==> src/rtl/diff_window_stats_if.sv <==
// diff_window_stats_if
//   Bundles the sample-side handshake and the result bus of diff_window_stats.
//   master : producer/observer side (drives start, in_valid, q_in; reads results)
//   slave  : the statistics block itself
// Signals:
//   start    begin a new window (honoured in IDLE/DONE only)
//   in_valid q_in carries a sample this cycle
//   q_in     signed 4-bit sample
//   busy     collecting samples
//   done     one-cycle pulse, results updated
//   sum_out  signed saturated window sum (SUM_W bits)
//   min_out  signed window minimum
//   max_out  signed window maximum
//   sat_out  sum clamped at least once in the window
//   count    samples accepted in the current window
interface diff_window_stats_if #(
  parameter int SUM_W = 8
);
  logic             start;
  logic             in_valid;
  logic [3:0]       q_in;
  logic             busy;
  logic             done;
  logic [SUM_W-1:0] sum_out;
  logic [3:0]       min_out;
  logic [3:0]       max_out;
  logic             sat_out;
  logic [7:0]       count;

  modport master (
    output start, in_valid, q_in,
    input  busy, done, sum_out, min_out, max_out, sat_out, count
  );

  modport slave (
    input  start, in_valid, q_in,
    output busy, done, sum_out, min_out, max_out, sat_out, count
  );
endinterface

==> src/rtl/diff_window_stats.sv <==
// diff_window_stats
//   Collects WIN valid signed 4-bit samples and reports a saturating signed
//   sum, the minimum, the maximum and a saturation flag, with a one-cycle
//   done pulse per completed window.
// Ports:
//   clk   system clock (posedge)
//   reset synchronous active-high reset
//   bus   diff_window_stats_if.slave (start/in_valid/q_in in, results out)
module diff_window_stats #(
  parameter int WIN   = 8,
  parameter int SUM_W = 8
) (
  input  logic               clk,
  input  logic               reset,
  diff_window_stats_if.slave bus
);

  typedef enum logic [1:0] {
    S_IDLE = 2'd0,
    S_ACC  = 2'd1,
    S_DONE = 2'd2
  } state_t;

  localparam logic [7:0]              WIN_LAST = 8'(WIN - 1);
  localparam logic signed [SUM_W-1:0] SUM_MAX  = {1'b0, {(SUM_W-1){1'b1}}};
  localparam logic signed [SUM_W-1:0] SUM_MIN  = {1'b1, {(SUM_W-1){1'b0}}};

  state_t                  r_state;
  logic signed [SUM_W-1:0] r_acc;
  logic signed [3:0]       r_min_acc;
  logic signed [3:0]       r_max_acc;
  logic                    r_sat_acc;
  logic                    r_first;
  logic [7:0]              r_count;
  logic                    r_busy;
  logic                    r_done;
  logic signed [SUM_W-1:0] r_sum_out;
  logic signed [3:0]       r_min_out;
  logic signed [3:0]       r_max_out;
  logic                    r_sat_out;

  logic signed [3:0]       w_q;
  logic signed [SUM_W:0]   w_q_ext;
  logic signed [SUM_W:0]   w_acc_wide;
  logic signed [SUM_W-1:0] w_acc_next;
  logic                    w_ovf;
  logic signed [3:0]       w_min_next;
  logic signed [3:0]       w_max_next;
  logic                    w_last;

  assign w_q     = bus.q_in;
  // One guard bit is enough: |q_in| <= 8 and SUM_W >= 4.
  assign w_q_ext = {{(SUM_W-3){w_q[3]}}, w_q};
  assign w_acc_wide = {r_acc[SUM_W-1], r_acc} + w_q_ext;
  assign w_last  = (r_count == WIN_LAST);

  // Per-add saturation: guard bit and sign bit disagree on overflow.
  always_comb begin
    w_acc_next = w_acc_wide[SUM_W-1:0];
    w_ovf      = 1'b0;
    if (w_acc_wide[SUM_W] != w_acc_wide[SUM_W-1]) begin
      w_ovf = 1'b1;
      if (w_acc_wide[SUM_W]) begin
        w_acc_next = SUM_MIN;
      end else begin
        w_acc_next = SUM_MAX;
      end
    end else begin
      w_ovf = 1'b0;
    end
  end

  // Running min/max; the first sample of a window loads both directly.
  always_comb begin
    w_min_next = r_min_acc;
    w_max_next = r_max_acc;
    if (r_first) begin
      w_min_next = w_q;
      w_max_next = w_q;
    end else begin
      w_min_next = (w_q < r_min_acc) ? w_q : r_min_acc;
      w_max_next = (w_q > r_max_acc) ? w_q : r_max_acc;
    end
  end

  // Window FSM with accumulators and registered result outputs.
  always_ff @(posedge clk) begin
    if (reset) begin
      r_state   <= S_IDLE;
      r_acc     <= '0;
      r_min_acc <= 4'sd0;
      r_max_acc <= 4'sd0;
      r_sat_acc <= 1'b0;
      r_first   <= 1'b0;
      r_count   <= 8'd0;
      r_busy    <= 1'b0;
      r_done    <= 1'b0;
      r_sum_out <= '0;
      r_min_out <= 4'sd0;
      r_max_out <= 4'sd0;
      r_sat_out <= 1'b0;
    end else begin
      r_done <= 1'b0;
      case (r_state)
        S_IDLE, S_DONE: begin
          // Samples presented here are dropped; only start matters.
          if (bus.start) begin
            r_acc     <= '0;
            r_count   <= 8'd0;
            r_sat_acc <= 1'b0;
            r_first   <= 1'b1;
            r_busy    <= 1'b1;
            r_state   <= S_ACC;
          end else begin
            r_busy  <= 1'b0;
            r_state <= S_IDLE;
          end
        end
        S_ACC: begin
          if (bus.in_valid) begin
            r_acc     <= w_acc_next;
            r_sat_acc <= r_sat_acc | w_ovf;
            r_min_acc <= w_min_next;
            r_max_acc <= w_max_next;
            r_first   <= 1'b0;
            r_count   <= r_count + 8'd1;
            if (w_last) begin
              // Results include the completing sample.
              r_sum_out <= w_acc_next;
              r_min_out <= w_min_next;
              r_max_out <= w_max_next;
              r_sat_out <= r_sat_acc | w_ovf;
              r_done    <= 1'b1;
              r_busy    <= 1'b0;
              r_state   <= S_DONE;
            end else begin
              r_busy  <= 1'b1;
              r_state <= S_ACC;
            end
          end else begin
            r_busy  <= 1'b1;
            r_state <= S_ACC;
          end
        end
        default: begin
          r_busy  <= 1'b0;
          r_state <= S_IDLE;
        end
      endcase
    end
  end

  assign bus.busy    = r_busy;
  assign bus.done    = r_done;
  assign bus.sum_out = r_sum_out;
  assign bus.min_out = r_min_out;
  assign bus.max_out = r_max_out;
  assign bus.sat_out = r_sat_out;
  assign bus.count   = r_count;

endmodule

==> src/flat_wrapper.sv <==
// flat-port wrapper written by rule: the top's interface ports become plain ports
module diff_window_stats_flat 
#(
  parameter int WIN   = 8,
  parameter int SUM_W = 8
)
  (clk, reset, bus_start, bus_in_valid, bus_q_in, bus_busy, bus_done, bus_sum_out, bus_min_out, bus_max_out, bus_sat_out, bus_count);
  diff_window_stats_if #(.SUM_W(SUM_W)) bus_i ();
  input  logic clk;
  input  logic reset;
  input wire logic [$bits(bus_i.start)-1:0] bus_start;
  input wire logic [$bits(bus_i.in_valid)-1:0] bus_in_valid;
  input wire logic [$bits(bus_i.q_in)-1:0] bus_q_in;
  output wire logic [$bits(bus_i.busy)-1:0] bus_busy;
  output wire logic [$bits(bus_i.done)-1:0] bus_done;
  output wire logic [$bits(bus_i.sum_out)-1:0] bus_sum_out;
  output wire logic [$bits(bus_i.min_out)-1:0] bus_min_out;
  output wire logic [$bits(bus_i.max_out)-1:0] bus_max_out;
  output wire logic [$bits(bus_i.sat_out)-1:0] bus_sat_out;
  output wire logic [$bits(bus_i.count)-1:0] bus_count;
  assign bus_i.start = bus_start;
  assign bus_i.in_valid = bus_in_valid;
  assign bus_i.q_in = bus_q_in;
  assign bus_busy = bus_i.busy;
  assign bus_done = bus_i.done;
  assign bus_sum_out = bus_i.sum_out;
  assign bus_min_out = bus_i.min_out;
  assign bus_max_out = bus_i.max_out;
  assign bus_sat_out = bus_i.sat_out;
  assign bus_count = bus_i.count;
  diff_window_stats #(.WIN(WIN), .SUM_W(SUM_W)) u_core (.clk(clk), .reset(reset), .bus(bus_i));
endmodule
==> config.mk <==
export PLATFORM = sky130hd
export DESIGN_NAME = diff_window_stats_flat
export DESIGN_NICKNAME = d
export VERILOG_FILES = /design/src/rtl/diff_window_stats_if.sv /design/src/rtl/diff_window_stats.sv /design/src/flat_wrapper.sv
export SDC_FILE = /design/constraint.sdc
export NUM_CORES = 1
export LEC_CHECK = 0
export ABC_AREA = 1
export CAP_MARGIN = 20
export CORE_MARGIN = 10
export CORE_UTILIZATION = 40
export CTS_CLUSTER_DIAMETER = 50
export DETAILED_ROUTE_END_ITERATION = 6
export GPL_TIMING_DRIVEN = 0
export HOLD_SLACK_MARGIN = 0.12
export PLACE_DENSITY = 0.66
export SLEW_MARGIN = 20
export SYNTH_ARGS = -nofsm -noshare
export SYNTH_HDL_FRONTEND = slang
export SYNTH_SLANG_ARGS = --single-unit
==> constraint.sdc <==
create_clock -name clk -period 3.2 [get_ports clk]
set_clock_uncertainty 0.2 [all_clocks]
set_input_delay 0.64 -clock clk [delete_from_list [all_inputs] [get_ports clk]]
set_output_delay 0.64 -clock clk [all_outputs]
set_load 0.01 [all_outputs]
Yosys cells after proc, flatten, opt, wreduce, memory -nomap -nowiden

Cells that the tools add are included.

Equal/unequal tests: 6
Reductions and logical operators: 7
Bitwise operators: 3
Magnitude comparators: 2
Add/sub/neg operators: 2
Muxes and demuxes: 27

Operator list:

| cell                                                 | count |
|---|---|
| 2-to-1 mux 8 bit                                     | 5 |
| one-hot mux 8 bit (2 select lines)                   | 2 |
| 2-to-1 mux 4 bit                                     | 4 |
| 2-to-1 mux 1 bit                                     | 10 |
| adder 8 x 4 -> 9 bit                                 | 1 |
| adder 8 x 1 -> 8 bit (second input constant)         | 1 |
| equality test 8 x 3 -> 1 bit (second input constant) | 1 |
| one-hot mux 1 bit (2 select lines)                   | 3 |
| AND reduction 3 bit                                  | 2 |
| greater-than comparator 4 bit                        | 1 |
| less-than comparator 4 bit                           | 1 |
| 2-to-1 mux 2 bit                                     | 2 |
| != test 2 bit (second input constant)                | 2 |
| one-hot mux 2 bit (2 select lines)                   | 1 |
| OR reduction 3 bit                                   | 1 |
| equality test 2 x 1 -> 1 bit (second input constant) | 1 |
| equality test 2 bit (second input constant)          | 1 |
| zero test 2 bit                                      | 1 |
| NOT 1 bit                                            | 2 |
| AND reduction 2 bit                                  | 1 |
| nonzero test 2 bit                                   | 1 |
| OR reduction 2 bit                                   | 1 |
| != test 1 bit                                        | 1 |
| OR 1 bit                                             | 1 |

Word-level logic and storage cells: 60
Output and inout port bits: 27
Bits in registers: 47
Input bits: 8

Depth between registers and ports, before layout

Depth after elaboration: 6
Gate-level depth with buffers: 14
Mapped depth without buffers: 14

Worst setup path before layout

No wires, ideal clock.

Kind: input port to flip-flop
Start: input port bus_q_in[0]
End: register u_core.r_acc[0]
Slack: 0.908 ns
Buffers on the path: 0
Arrival: 2.022 ns
Data required time: 2.929 ns
Cell stages on the path: 14
Library setup time: 0.071 ns
Cell sequence: ha_1 inv_1 fa_1 inv_1 nand3_1 nand2_1 nand2_1 nand2_1 nand2_1 inv_1 nand2_2 nand2_1 nand2_1 a21oi_1

Word-level cells in the longest chain between the ends: 5
Elaborated cells on any way between the ends: 6
Classes of those cells: 1 x add/sub; 1 x eq/ne; 4 x mux

Ends and longest elaborated chain:

| item                                                     | RTL line                                         | text |
|---|---|---|
| start: declaration                                       | flat_wrapper.sv:13                               | `input wire logic [$bits(bus_i.q_in)-1:0] bus_q_in;` |
| adder 8 x 4 -> 9 bit (*)                                 | diff_window_stats.sv:54                          | `assign w_acc_wide = {r_acc[SUM_W-1], r_acc} + w_q_ext;` |
| 2-to-1 mux 8 bit / != test 1 bit (equally long branches) | diff_window_stats.sv:63, diff_window_stats.sv:61 |  |
| 2-to-1 mux 8 bit (*)                                     | diff_window_stats.sv:61                          | `if (w_acc_wide[SUM_W] != w_acc_wide[SUM_W-1]) begin` |
| 2-to-1 mux 8 bit (*)                                     | diff_window_stats.sv:120                         | `if (bus.in_valid) begin` |
| one-hot mux 8 bit (2 select lines) (*)                   | diff_window_stats.sv:104                         | `case (r_state)` |
| end signal: assignment                                   | diff_window_stats.sv:121                         | `r_acc <= w_acc_next;` |
| end: declaration                                         | diff_window_stats.sv:29                          | `logic signed [SUM_W-1:0] r_acc;` |

Every way passes the cells marked *; elsewhere a longest branch is shown, timed or not. The select of a mux whose other input is x is not followed.
A chain may end at the register's enable or synchronous reset.

Worst setup path in the final report

Start: input port bus_q_in[1]
End: register u_core.r_acc[6]

Same word-level chain as after synthesis.

==> metrics.md <==
| Metric | Value |
|---|---|
| WP data required | `3.23 ns` |
| Final Net Count | `427` |
| Worst hold start | `u_core.r_acc[0]` |
| FF+latch count, synth | `46` |
| Core ar. | `6277 um^2` |
| Slew HR | `70.20%` |
| Net Sw Power | `348.3 uW` |
| Slew @ Worst Pin | `0.4471 ns` |
| Power Density | `399.2 nW/um^2` |
| GRT Util Overall | `11.67%` |
| Final setup vio count | `0` |
| I/O pin total | `35` |
| Async set-reset flop share out of synthesis | `0%` |
| Critical Path Start | `bus_q_in[1]` |
| CTS Buffer Depth | `2` |
| Fmax | `345.1 MHz` |
| Rows | `29` |
| Final Hold Fails | `0` |
| Worst Path Arrival | `2.93 ns` |
| Area Overhead vs Synth | `21.38%` |
| Initial core utilization | `40.92%` |
| ANT cells | `0` |
| Ys flop type | `dfxtp_1` |
| P_leak | `1.540 nW` |
| Cell count after synthesis | `361` |
| Peak supply drop | `0.2168 mV` |
| Final core utilization | `49.67%` |
| Switching Share | `27.98%` |
| Max-slew violation count | `0` |
| RSZ-0062 raised after global routing | `no` |
| Fraction of power consumed by sequential logic | `47.8%` |
| Largest net degree at the start of global routing | `15` |
| # DRC | `0` |
| Mapped Nets | `386` |
| Post-synth EDFFs | `0` |
| ANT nets after route | `0` |
| Final HPWL DP | `4529 um` |
| Clock transition at path regs | `0.09 ns` |
| Final RePlAce weighted congestion | `0.8005` |
| Combinational power share | `17.2%` |
| First-pass GRT wire length | `9680 um` |
| Hold Crit Class | `reg2reg` |
| Via density per instance | `4.702` |
| Layout cells sized above 1 | `6.700%` |
| CP Capture Type | `flip-flop` |
| Fill cells | `619` |
| Post-synth cell types | `33` |
| Worst hold stages | `2` |
| Synth warnings | `0` |
| Clk pwr share | `35.0%` |
| Max cap viols | `0` |
| Flop2flop setup slack | `0.90 ns` |
| Die footprint | `10030 um^2` |
| R2R cell count | `14` |
| Global route overflow | `0` |
| Syn_area_per_cell | `7.116 um^2` |
| CP max FO | `8` |
| Sink Count | `46` |
| DRT iter0 DRCs | `88` |
| Worst Setup Start Kind | `input port` |
| CTS buffer count | `5` |
| WS Path Type | `in2reg` |
| CTS Root Cell | `clkbuf_8` |
| Initial antenna violation count | `0` |
| Seq/Total Area, Yosys | `35.85%` |
| CTS tree | `built` |
| Worst-skew pair later-pin latency | `0.31 ns` |
| Status | `finished clean` |
| Die Ht | `100.1 um` |
| Final min period | `2.898 ns` |
| DR WL/cell | `11.93 um` |
| Hold path endpoint | `u_core.r_acc[0]` |
| Drt total wl | `5724 um` |
| Post-synthesis instance area | `2569 um^2` |
| Chip Width | `100.1 um` |
| End of the worst register-to-register path | `u_core.r_acc[6]` |
| RR Startpoint | `u_core.r_acc[0]` |
| Vias in the first global route | `2139` |
| Setup repair bufs after CTS | `0` |
| Fin crit share | `90.56%` |
| Pint | `896.3 uW` |
| Hold_buf cts | `0` |
| H-tree depth | `2` |
| # port buffers | `34` |
| First drt pass iteration count | `4` |
| Detailed-route via count | `2257` |
| Power consumption | `1.245 mW` |
-- registers in the layout, indices dropped and copies added, names as in the netlist --
name,count
u_core.bus.count,8
u_core.bus.done,1
u_core.bus.max_out,4
u_core.bus.min_out,4
u_core.bus.sat_out,1
u_core.bus.sum_out,8
u_core.r_acc,8
u_core.r_first,1
u_core.r_max_acc,4
u_core.r_min_acc,4
u_core.r_sat_acc,1
u_core.r_state,2
-- timing repair --
item	in CTS	in global routing
setup endpoints to repair	0	1
gates resized for setup	0	1
hold endpoints to repair	0	0
-- cell type report --
cell class	count	area, um^2	area share, %
multi-input cells	238	1343	43.06
flip-flops and latches	46	920.9	29.53
repair buffers	34	342.8	11.00
inverters	68	255.2	8.186
well taps	77	96.34	3.090
clock buffers	6	72.57	2.327
plain buffers	9	50.05	1.605
clock inverters	2	37.54	1.204
-- Yosys cell counts, drive strengths merged (2+ instances only) --
cell | instances | area [um^2]
nand2 | 92 | 365.3
inv | 67 | 251.5
dfxtp | 46 | 920.9
a21oi | 29 | 145.1
o21ai | 26 | 130.1
nor2 | 20 | 120.1
nand3 | 18 | 95.09
ha | 16 | 200.2
o21a | 14 | 105.1
nand4 | 6 | 37.54
clkbuf | 5 | 18.77
buf | 4 | 31.27
nor3 | 4 | 31.28
o211ai | 3 | 22.52
xnor2 | 3 | 26.28
or2 | 2 | 12.52
xor2 | 2 | 17.52
-- power groups by stage --
stage | clock network [mW] | registers (mW) | logic (mW)
CTS | 0.443 | 0.595 | 0.215
floorplan | 0 | 0.607 | 0.159
global placement | 0 | 0.608 | 0.209
global route | 0.466 | 0.597 | 0.251
finish | 0.436 | 0.595 | 0.214
detailed placement | 0 | 0.608 | 0.214
-- cells by family (layout without fill, tap and decap cells) --
group,count (synthesis),after routing,synth area share [%]
buffers and inverters,77,119,11.88
AOI/OAI and AO/OA,72,72,15.68
and+or+nand+nor,144,144,26.30
DFF,46,46,35.85
xor gates and xnor gates,5,5,1.705
adders and majority gates,17,17,8.573
-- worst max path at each step --
stage / endpoint / slack, ns / cells past startpoint
after floorplan: u_core.r_acc[0] / 0.91 / 14
after global placement: u_core.r_acc[5] / -0.03 / 15
after detailed placement: u_core.r_acc[5] / -0.11 / 15
after CTS: u_core.r_acc[5] / 0.21 / 15
after global routing: u_core.r_acc[3] / 0.04 / 14
final: u_core.r_acc[6] / 0.30 / 14
-- cell usage in the layout, fill, tap and decap left out, types with 2 or more instances in the layout --
master,Yosys,routed
nand4_1,6,6
a21oi_1,29,29
nand2_1,88,88
xor2_1,2,2
ha_1,16,16
nand2_4,2,2
nor2_2,2,2
clkbuf_8,0,5
o21ai_0,14,14
o21ai_1,12,12
xnor2_1,3,3
nor2_8,2,2
inv_1,63,63
nor2_1,15,15
inv_2,4,4
buf_4,2,2
clkbuf_1,5,6
o21a_1,14,14
nor3_1,3,3
nand2_2,2,2
dfxtp_1,46,46
clkdlybuf4s50_1,0,33
o211ai_1,3,3
nand3_1,17,17
-- metrics by stage --
step / setup slack [ns] / setup TNS (ns) / cells / area (um^2) / hold WS, ns
floorplan: 0.9076 / 0 / 361 / 2569 / 0.2473
global placement: -0.02577 / -0.1201 / 472 / 3005 / 0.2564
detailed placement: -0.1080 / -0.7354 / 472 / 3005 / 0.2613
CTS: 0.2117 / 0 / 480 / 3115 / 0.2754
global route: 0.04048 / 0 / 480 / 3118 / 0.2929
finish: 0.3022 / 0 / 480 / 3118 / 0.2742
-- worst max-delay path, cell delays in order --
cell and delay (ns):
clkdlybuf4s50_1 0.64, inv_1 0.11, fa_1 0.47, inv_1 0.07
nand3_1 0.06, nand2_1 0.14, nand2_1 0.07, nand2_1 0.06
nand2_1 0.09, inv_1 0.13, nand2_2 0.13, nand2_1 0.11
nand2_1 0.08, a21oi_1 0.14
-- per-layer routing --
| layer | vias up | wire, um | GRT usage [%] |
|---|---|---|---|
| met2 | 39 | 2638 | 18.64 |
| li1 | 1227 | - | - |
| met4 | 0 | 55 | 3.913 |
| met1 | 987 | 2580 | 13.93 |
| met5 | - | 0 | 0 |
| met3 | 4 | 450 | 4.602 |
Note: power is estimated with default switching activity, not from simulation.
==> edit, RTL diff (same settings) <==
Make the reset (`reset`) asynchronous in one clocked block. Comments in the files are not updated.
--- a/src/rtl/diff_window_stats.sv
+++ b/src/rtl/diff_window_stats.sv
@@ -84,7 +84,7 @@
   end
 
   // Window FSM with accumulators and registered result outputs.
-  always_ff @(posedge clk) begin
+  always_ff @(posedge clk or posedge reset) begin
     if (reset) begin
       r_state   <= S_IDLE;
       r_acc     <= '0;
Check against the original RTL: differs if reset is asserted again (counterexample within 4 cycles, from zero or initial values and one cycle with reset high); with reset held inactive, the same outputs for 4 cycles.
==> edit against the unedited design <==
Sequential cell count unchanged. Worst setup slack improved by 0.077 ns. Synthesized area increased by 2.6%. Final area increased by 2.2%. Count of clock-buffer cells in the layout unchanged. Register-to-register slack improved by 0.03 ns. Sequential share of layout area increased by 6.6 points. Routed wire length increased by 6.9%. Maximum frequency increased by 2.7%. Critical path depth decreased by 1. Via count decreased by 0.35%. Critical endpoint is now u_core.bus.sat_out.
Power is not compared: it rests on default switching activity, and its combinational part moved more than twofold at a synthesized area within 25%.
==> edit: results <==
INSERT INTO impl_metrics (metric_group, metric, value, unit) VALUES
('yosys', 'yosys.area_share.adder', '0.08353', ''),
('worst_setup_path', 'critical_path_source', 'bus_q_in[0]', ''),
('layout', 'layout.non_clock_inverters', '47', ''),
('placement', 'post-place-cells', '461', ''),
('worst_setup_path', 'critical_path_peak_fanout', '10', ''),
('drt', 'routedLengthMet1', '2959', 'um'),
('layout', 'filler_cell_count', '622', ''),
('outcome', 'outcome', 'finished clean', ''),
('grt', 'grt_pass1_wl', '10740', 'um'),
('sta', 'maxSlewHeadroom', '0.7029', ''),
('drt', 'wl_per_cell', '13.05', 'um'),
('yosys', 'synth_seq_area_share', '0.4366', ''),
('yosys', 'ys_top_cells_by_area', 'sky130_fd_sc_hd__dfrtp_1 (44%), sky130_fd_sc_hd__nand2_1 (20%), sky130_fd_sc_hd__ha_1 (7.6%)', ''),
('layout', 'layout.buffer.nonclock.area_share', '0.1240', ''),
('yosys', 'synth.top_cells.by_count', 'sky130_fd_sc_hd__nand2_1 (141), sky130_fd_sc_hd__dfrtp_1 (46), sky130_fd_sc_hd__inv_1 (44)', ''),
('yosys', 'count_of_unique_library_cells_instantiated_by_yosys', '27', ''),
('placement', 'dpl.hpwl', '4648', 'um'),
('drt', 'drt_wl_total', '6121', 'um'),
('grt', 'first_global_vias', '2259', ''),
('grt', 'grt_usage', '0.1277', '');
==> edit: logic make-up after synthesis <==
family	count (synthesis)
AOI/OAI and AO/OA	27
xor gates and xnor gates	4
and+or+nand+nor	202
buffers and inverters	53
adders and majority gates	17
DFF	46
==> edit: worst min-delay path by stage <==
stage	startpoint	endpoint	slack (ns)	cells after the start
finish	u_core.bus.sum_out[4]	u_core.bus.sum_out[4]	0.28	2
CTS	u_core.r_min_acc[2]	u_core.r_min_acc[2]	0.29	2
floorplan	u_core.r_min_acc[0]	u_core.r_min_acc[0]	0.25	2
detailed placement	u_core.bus.min_out[1]	u_core.bus.min_out[1]	0.27	2
global placement	u_core.r_min_acc[2]	u_core.r_min_acc[2]	0.26	2
global route	u_core.bus.sum_out[4]	u_core.bus.sum_out[4]	0.30	2
==> edit: critical path, cell delays in order <==
cell and delay [ns]:
sky130_fd_sc_hd__clkdlybuf4s50_1 0.54, sky130_fd_sc_hd__ha_1 0.19, sky130_fd_sc_hd__inv_1 0.06, sky130_fd_sc_hd__fa_1 0.40, sky130_fd_sc_hd__nand3b_1 0.17, sky130_fd_sc_hd__nand2_1 0.14
sky130_fd_sc_hd__nand2_1 0.11, sky130_fd_sc_hd__nand3_1 0.08, sky130_fd_sc_hd__nand2_1 0.10, sky130_fd_sc_hd__nand2_4 0.14, sky130_fd_sc_hd__nand3_1 0.11, sky130_fd_sc_hd__nand2_1 0.07
sky130_fd_sc_hd__nand2_1 0.05
==> edit: stage by stage <==
stage	setup slack (ns)	area, sq um	power, W	util
final	0.3791	3188	0.002967	0.4992
after global routing	0.1842	3188	0.003292	0.4992
after floorplan	0.8932	2636	0.002081	-
after CTS	0.3606	3188	0.003006	0.4992
after detailed placement	0.05014	3093	0.002616	0.4843
after global placement	0.08170	3073	0.002571	0.4812
